File: config.mk
export PLATFORM = sky130hd
export DESIGN_NAME = sensor_capture_ctrl
export DESIGN_NICKNAME = d
export VERILOG_FILES = /design/src/rtl/sensor_capture_ctrl.sv
export SDC_FILE = /design/constraint.sdc
export NUM_CORES = 1
export LEC_CHECK = 0
export ABC_AREA = 1
export BUFFER_PORTS_ARGS = -buffer_cell sky130_fd_sc_hd__buf_4
export CAP_MARGIN = 10
export CORE_UTILIZATION = 54
export CTS_BUF_LIST = sky130_fd_sc_hd__clkbuf_8
export DETAILED_ROUTE_END_ITERATION = 12
export GPL_TIMING_DRIVEN = 1
export PLACE_DENSITY = 0.81
export SLEW_MARGIN = 10
export SYNTH_ARGS = -nofsm -noshare
export SYNTH_HDL_FRONTEND = slang
export SYNTH_SLANG_ARGS = --single-unit
File: constraint.sdc
create_clock -name sensor_pclk -period 3 [get_ports sensor_pclk]
set_input_delay 0.15 -clock sensor_pclk [delete_from_list [all_inputs] [get_ports sensor_pclk]]
set_output_delay 0.15 -clock sensor_pclk [all_outputs]
set_load 0.05 [all_outputs]
File: src/rtl/sensor_capture_ctrl.sv
// Frame-capture sequencer: arms on request, crops whole sensor frames and gates them to the writer.
// Optional stall watchdog is compiled in when SENSOR_CAPTURE_TIMEOUT_EN is defined.
module sensor_capture_ctrl #(
  parameter int unsigned          PIX_W       = 12,
  parameter int unsigned          CNT_W       = 16,
  parameter int unsigned          TIMEOUT_W   = 24,
  parameter logic [TIMEOUT_W-1:0] TIMEOUT_CYC = 24'hFFFFFF
) (
  input  logic             sensor_pclk,
  input  logic             cam_reset,
  input  logic             sensor_startframe,
  input  logic             sensor_startline,
  input  logic             sensor_endline,
  input  logic             sensor_endframe,
  input  logic             sensor_datavalid,
  input  logic [PIX_W-1:0] cfg_x_start,
  input  logic [PIX_W-1:0] cfg_x_end,
  input  logic [PIX_W-1:0] cfg_y_start,
  input  logic [PIX_W-1:0] cfg_y_end,
  input  logic             cfg_continuous,
  input  logic             cap_arm,
  input  logic             cap_abort,
  input  logic             wr_ready,
  output logic             wr_valid,
  output logic             wr_sof,
  output logic             wr_eol,
  output logic             wr_eof,
  output logic             cap_busy,
  output logic             frame_done,
  output logic             frame_dropped,
  output logic [CNT_W-1:0] frame_count,
  output logic             timeout_err
);

  typedef enum logic [1:0] {IDLE, ARMED, CAPTURE, DONE} state_t;

  localparam logic [PIX_W-1:0] PIX_MAX = '1;

  state_t           state;
  logic [PIX_W-1:0] pix_x, line_y;
  logic [PIX_W-1:0] cur_x, cur_y;
  logic [PIX_W-1:0] xs, xe, ys, ye;
  logic             first_pend;
  logic             in_win;
  logic             hit;
  logic             wd_fire;

  function automatic logic [PIX_W-1:0] sat_inc(input logic [PIX_W-1:0] v);
    return (v == PIX_MAX) ? v : v + 1'b1;
  endfunction

  // Coordinate of the pixel on this cycle; a same-cycle line/frame start restarts the count.
  always_comb begin
    cur_x  = sensor_startline  ? '0 : pix_x;
    cur_y  = sensor_startframe ? '0 : line_y;
    in_win = (cur_x >= xs) && (cur_x <= xe) && (cur_y >= ys) && (cur_y <= ye);
    hit    = sensor_datavalid && (state == CAPTURE) && in_win && !cap_abort;
  end

`ifdef SENSOR_CAPTURE_TIMEOUT_EN
  logic [TIMEOUT_W-1:0] wd_cnt;
  logic                 wd_activity;

  assign wd_activity = sensor_datavalid || sensor_startline;
  assign wd_fire     = (state == CAPTURE) && !wd_activity &&
                       (wd_cnt == TIMEOUT_CYC - 1'b1);

  always_ff @(posedge sensor_pclk or posedge cam_reset) begin
    if (cam_reset) begin
      wd_cnt      <= '0;
      timeout_err <= 1'b0;
    end else begin
      timeout_err <= wd_fire && !cap_abort;
      if (state != CAPTURE || wd_activity)
        wd_cnt <= '0;
      else
        wd_cnt <= wd_cnt + 1'b1;
    end
  end
`else
  assign wd_fire     = 1'b0;
  assign timeout_err = 1'b0;
`endif

  always_ff @(posedge sensor_pclk or posedge cam_reset) begin
    if (cam_reset) begin
      state         <= IDLE;
      pix_x         <= '0;
      line_y        <= '0;
      xs            <= '0;
      xe            <= '0;
      ys            <= '0;
      ye            <= '0;
      first_pend    <= 1'b0;
      wr_valid      <= 1'b0;
      wr_sof        <= 1'b0;
      wr_eol        <= 1'b0;
      wr_eof        <= 1'b0;
      cap_busy      <= 1'b0;
      frame_done    <= 1'b0;
      frame_dropped <= 1'b0;
      frame_count   <= '0;
    end else begin
      pix_x         <= sensor_datavalid ? sat_inc(cur_x) : cur_x;
      line_y        <= sensor_endline   ? sat_inc(cur_y) : cur_y;
      wr_valid      <= hit;
      wr_sof        <= hit && first_pend;
      wr_eol        <= hit && (cur_x == xe);
      wr_eof        <= hit && (cur_x == xe) && (cur_y == ye);
      frame_done    <= 1'b0;
      frame_dropped <= 1'b0;
      if (hit)
        first_pend <= 1'b0;

      case (state)
        IDLE: begin
          if (cap_arm && !cap_abort) begin
            state    <= ARMED;
            cap_busy <= 1'b1;
          end
        end
        ARMED: begin
          if (cap_abort) begin
            state    <= IDLE;
            cap_busy <= 1'b0;
          end else if (sensor_startframe) begin
            if (wr_ready) begin
              state      <= CAPTURE;
              xs         <= cfg_x_start;
              xe         <= cfg_x_end;
              ys         <= cfg_y_start;
              ye         <= cfg_y_end;
              first_pend <= 1'b1;
            end else begin
              frame_dropped <= 1'b1;
            end
          end
        end
        CAPTURE: begin
          // A startframe coinciding with endframe is deliberately not captured.
          if (cap_abort || wd_fire) begin
            state         <= IDLE;
            cap_busy      <= 1'b0;
            frame_dropped <= 1'b1;
          end else if (sensor_endframe) begin
            state       <= DONE;
            frame_done  <= 1'b1;
            frame_count <= frame_count + 1'b1;
          end
        end
        DONE: begin
          if (cap_abort || !cfg_continuous) begin
            state    <= IDLE;
            cap_busy <= 1'b0;
          end else begin
            state <= ARMED;
          end
        end
        default: begin
          state    <= IDLE;
          cap_busy <= 1'b0;
        end
      endcase
    end
  end

endmodule

==> results.sh <==
export IMPL_gr_total_overflow=0
export IMPL_syn_area_sq_um=5810
export IMPL_drt_iter0_markers=263
export IMPL_area_growth_syn_to_layout_pct=16.9
export IMPL_irDropWorstVdd_v=0.000382
export IMPL_setup_worst_path_start_class="flop"
export IMPL_p_per_area_nw_per_um2=593
export IMPL_io_pins=83
export IMPL_fraction_of_layout_cells_with_a_size_suffix_above_1=0.194
export IMPL_outcome="completed"
export IMPL_final_setup_skew_ns=0.0101
export IMPL_tritoncts_clock_tree="done"
export IMPL_core_sq_um=10400
export IMPL_clock_latency_ns=0.37
export IMPL_drt_antenna_net_count=0
export IMPL_tightestPinTransition_ns=0.767
export IMPL_synthTopCellsByArea="sky130_fd_sc_hd__dfrtp_1, sky130_fd_sc_hd__ha_1, sky130_fd_sc_hd__inv_1"
export IMPL_cts_htree_levels=3
export IMPL_dpl_hpwl_um=9870
export IMPL_inserted_diodes=0
export IMPL_syn_inst=693
export IMPL_tns_ns=0
export IMPL_proportion_of_synthesized_chip_area_in_sequential_cells=0.422
export IMPL_clk_root_buffer_cell="sky130_fd_sc_hd__clkbuf_8"
export IMPL_timing_final_hold_violations=0
export IMPL_holdCritStartpoint="cfg_x_start[0]"
export IMPL_worst_r2r_endpoint="first_pend"
export IMPL_finalWeightedCongestion=0.863
export IMPL_maxClockFrequency_mhz=441
export IMPL_tritoncts_num_buffers=9
export IMPL_synth_edf_count=0
export IMPL_worst_setup_path_startpoint="pix_x[0]"
export IMPL_slew_viol_final=0
export IMPL_crit_required_ns=3.32
export IMPL_gr_usage_all_layers=0.248
export IMPL_critPathArrivalTime_ns=2.59
export IMPL_synth_warning_count=0
export IMPL_synth_most_common_cell="sky130_fd_sc_hd__inv_1"
export IMPL_netlist_top_cells_count="sky130_fd_sc_hd__inv_1, sky130_fd_sc_hd__nand2_1, sky130_fd_sc_hd__dfrtp_1, sky130_fd_sc_hd__nor2_1, sky130_fd_sc_hd__a21oi_1"
export IMPL_drtPass1Iterations=4
export IMPL_port_buffers=81
export IMPL_initial_antenna_violation_count=0
export IMPL_synth_async_reset_ratio=1.00
export IMPL_top_flip_flop_cell_by_instance_count_after_synthesis="sky130_fd_sc_hd__dfrtp_1"
export IMPL_rsz0062_at_grt="false"
export IMPL_floorplan_die_area_sq_um=11200
export IMPL_crit_type="flop to flop"
export IMPL_syn_num_nets=802
export IMPL_setup_violations_final=0
export IMPL_finalHoldWorstSlack_ns=0.0103
export IMPL_synth_ff_latch_count=98
export IMPL_clock_sinks=98
export IMPL_pin_count_of_the_biggest_net_entering_global_routing=58
export IMPL_placed_insts=899
export IMPL_ys_types=40
export IMPL_cts_resized=0
export IMPL_synth_top_area_cell="sky130_fd_sc_hd__dfrtp_1"
export IMPL_termination_of_the_worst_setup_path="first_pend"
export IMPL_cts_path_max_buffers=2
export IMPL_r2r_setup_slack_ns=0.73
export IMPL_rr_startpoint="pix_x[0]"
export IMPL_synth_top_cell_area_share=0.422
export IMPL_drv_cap=0
export IMPL_slew_headroom=0.488
export IMPL_synth_area_per_cell_sq_um=8.38
export IMPL_worst_path_max_fanout=5
export IMPL_total_leakage_power_nw=3.69
export IMPL_drt_drc_violations_left=0
export IMPL_r2r_worst_path_cells=15
export IMPL_viasPerCell=5.19
export IMPL_vias_after_detailed_routing=4745
export IMPL_number_of_global_route_vias_before_repair=4873
export IMPL_chipWidth_um=106
export IMPL_post_layout_nonfiller_instances=915
export IMPL_core_rowCount=37
export IMPL_start_util=0.560
export IMPL_min_period_ns=2.27
export IMPL_die_height_um=106
export IMPL_wl_um=12800
export IMPL_num_nets_final=884
export IMPL_avgRoutedWirePerCell_um=14.0
export IMPL_timing_hold_worst_class="input pin to flop"
export IMPL_final_period_utilization=0.757
export IMPL_clkTransAtPathRegs_ns=0.10
export IMPL_worstSetupEndpointType="flop"
export IMPL_grt_first_pass_wirelength_um=21900
[area by class of cell]
cell class,count,area (sq um)
repair buffers,85,666
fillers,858,3580
multi-input cells,462,2840
inverters,119,455
clock buffers,9,124
flip-flops and latches,98,2450
well taps,136,170
clock inverters,6,82.6
[stage by stage]
stage / power (mW) / setup WS [ns] / area [sq um] / utilization
floorplan: 2.72 / 0.288 / 5810 / -
global placement: 3.03 / 0.956 / 6570 / 0.634
detailed placement: 3.12 / 0.866 / 6570 / 0.634
CTS: 4.06 / 0.745 / 6790 / 0.655
global route: 4.32 / 0.553 / 6790 / 0.655
finish: 4.03 / 0.730 / 6790 / 0.655
[kinds of logic after synthesis]
logic type / count (synthesis) / share of synthesized area
simple gates: 283 / 0.237
buf+inv: 133 / 0.0909
other cells: 1 / 0.000646
compound gates: 93 / 0.0868
mux: 4 / 0.00775
xor+xnor: 31 / 0.0467
fa+ha+maj: 50 / 0.108
flops: 98 / 0.422
[routing by layer]
metal | global-route usage | vias up | wire length [um]
li1 | - | 2355 | -
met3 | 0.0315 | 25 | 421
met2 | 0.444 | 99 | 6650
met5 | 0 | - | 0
met4 | 0.107 | 0 | 308
met1 | 0.297 | 2266 | 5450
[sequential cells by signal, indices dropped and copies added (netlist names)]
register and count:
cap_busy 1, first_pend 1, frame_count 16, frame_done 1, frame_dropped 1, line_y 12, pix_x 12, state 2
wr_eof 1, wr_eol 1, wr_sof 1, wr_valid 1, xe 12, xs 12, ye 12, ys 12
[worst min-delay path by stage]
| stage | slack, ns | end | cells after the start |
|---|---|---|---|
| final | 0.01 | xs[0] | 2 |
| after detailed placement | 0.32 | frame_done | 2 |
| after global routing | 0.005 | xs[0] | 2 |
| after floorplan | 0.26 | pix_x[8] | 1 |
| after global placement | 0.31 | frame_done | 2 |
| after CTS | 0.001 | ye[0] | 2 |
[worst max-delay path: stages, from the launching register on]
cell and delay, ns:
sky130_fd_sc_hd__dfrtp_1 0.37, sky130_fd_sc_hd__inv_1 0.04, sky130_fd_sc_hd__nor2_1 0.32, sky130_fd_sc_hd__inv_1 0.13
sky130_fd_sc_hd__ha_1 0.31, sky130_fd_sc_hd__o21ai_0 0.33, sky130_fd_sc_hd__nand2_1 0.13, sky130_fd_sc_hd__nand2_1 0.08
sky130_fd_sc_hd__nand2_1 0.04, sky130_fd_sc_hd__nand2_1 0.05, sky130_fd_sc_hd__nand2_1 0.06, sky130_fd_sc_hd__nand2_1 0.05
sky130_fd_sc_hd__nand2_1 0.09, sky130_fd_sc_hd__nand3_2 0.11, sky130_fd_sc_hd__nand2_1 0.06, sky130_fd_sc_hd__nand2_1 0.05
[placed cells by master, fill, tap and decap left out, types with 2 or more instances in the layout]
master                      netlist  layout
sky130_fd_sc_hd__a21o_1           2       2
sky130_fd_sc_hd__a21oi_1         64      64
sky130_fd_sc_hd__buf_12           0       2
sky130_fd_sc_hd__buf_4            1      82
sky130_fd_sc_hd__bufinv_16        0       2
sky130_fd_sc_hd__clkbuf_8         0       9
sky130_fd_sc_hd__clkinv_2         0       3
sky130_fd_sc_hd__dfrtp_1         98      98
sky130_fd_sc_hd__ha_1            50      50
sky130_fd_sc_hd__inv_1          114     114
sky130_fd_sc_hd__inv_2            4       4
sky130_fd_sc_hd__mux2_2           4       4
sky130_fd_sc_hd__nand2_1        110     110
sky130_fd_sc_hd__nand2_2          7       7
sky130_fd_sc_hd__nand2_4          4       4
sky130_fd_sc_hd__nand3_1         24      23
sky130_fd_sc_hd__nand3_2          5       5
sky130_fd_sc_hd__nand3_4          1       2
sky130_fd_sc_hd__nand4_1         14      14
sky130_fd_sc_hd__nor2_1          83      83
sky130_fd_sc_hd__nor2_2          10      10
sky130_fd_sc_hd__nor2_4           5       5
sky130_fd_sc_hd__nor2_8           2       2
sky130_fd_sc_hd__nor3_1          11      11
sky130_fd_sc_hd__nor3_2           4       4
sky130_fd_sc_hd__o211ai_1         2       2
sky130_fd_sc_hd__o21ai_0         12      12
sky130_fd_sc_hd__o21ai_1          7       7
sky130_fd_sc_hd__o21bai_1         2       2
sky130_fd_sc_hd__xnor2_1         14      14
sky130_fd_sc_hd__xor2_1          17      17
[report_power, final]
| group | total [mW] | internal, mW | switching, mW | leakage, nW |
|---|---|---|---|---|
| Combinational | 1.29 | 0.479 | 0.811 | 2.39 |
| Sequential | 1.81 | 1.67 | 0.149 | 1.20 |
| Clock | 0.924 | 0.463 | 0.462 | 0.111 |
[timing repair]
item                                   4_1_cts  5_1_grt
hold buffers                                 1        0
buffers inserted                             0        0
endpoints found under the hold margin       41        0
(Power assumes the default switching activity.)
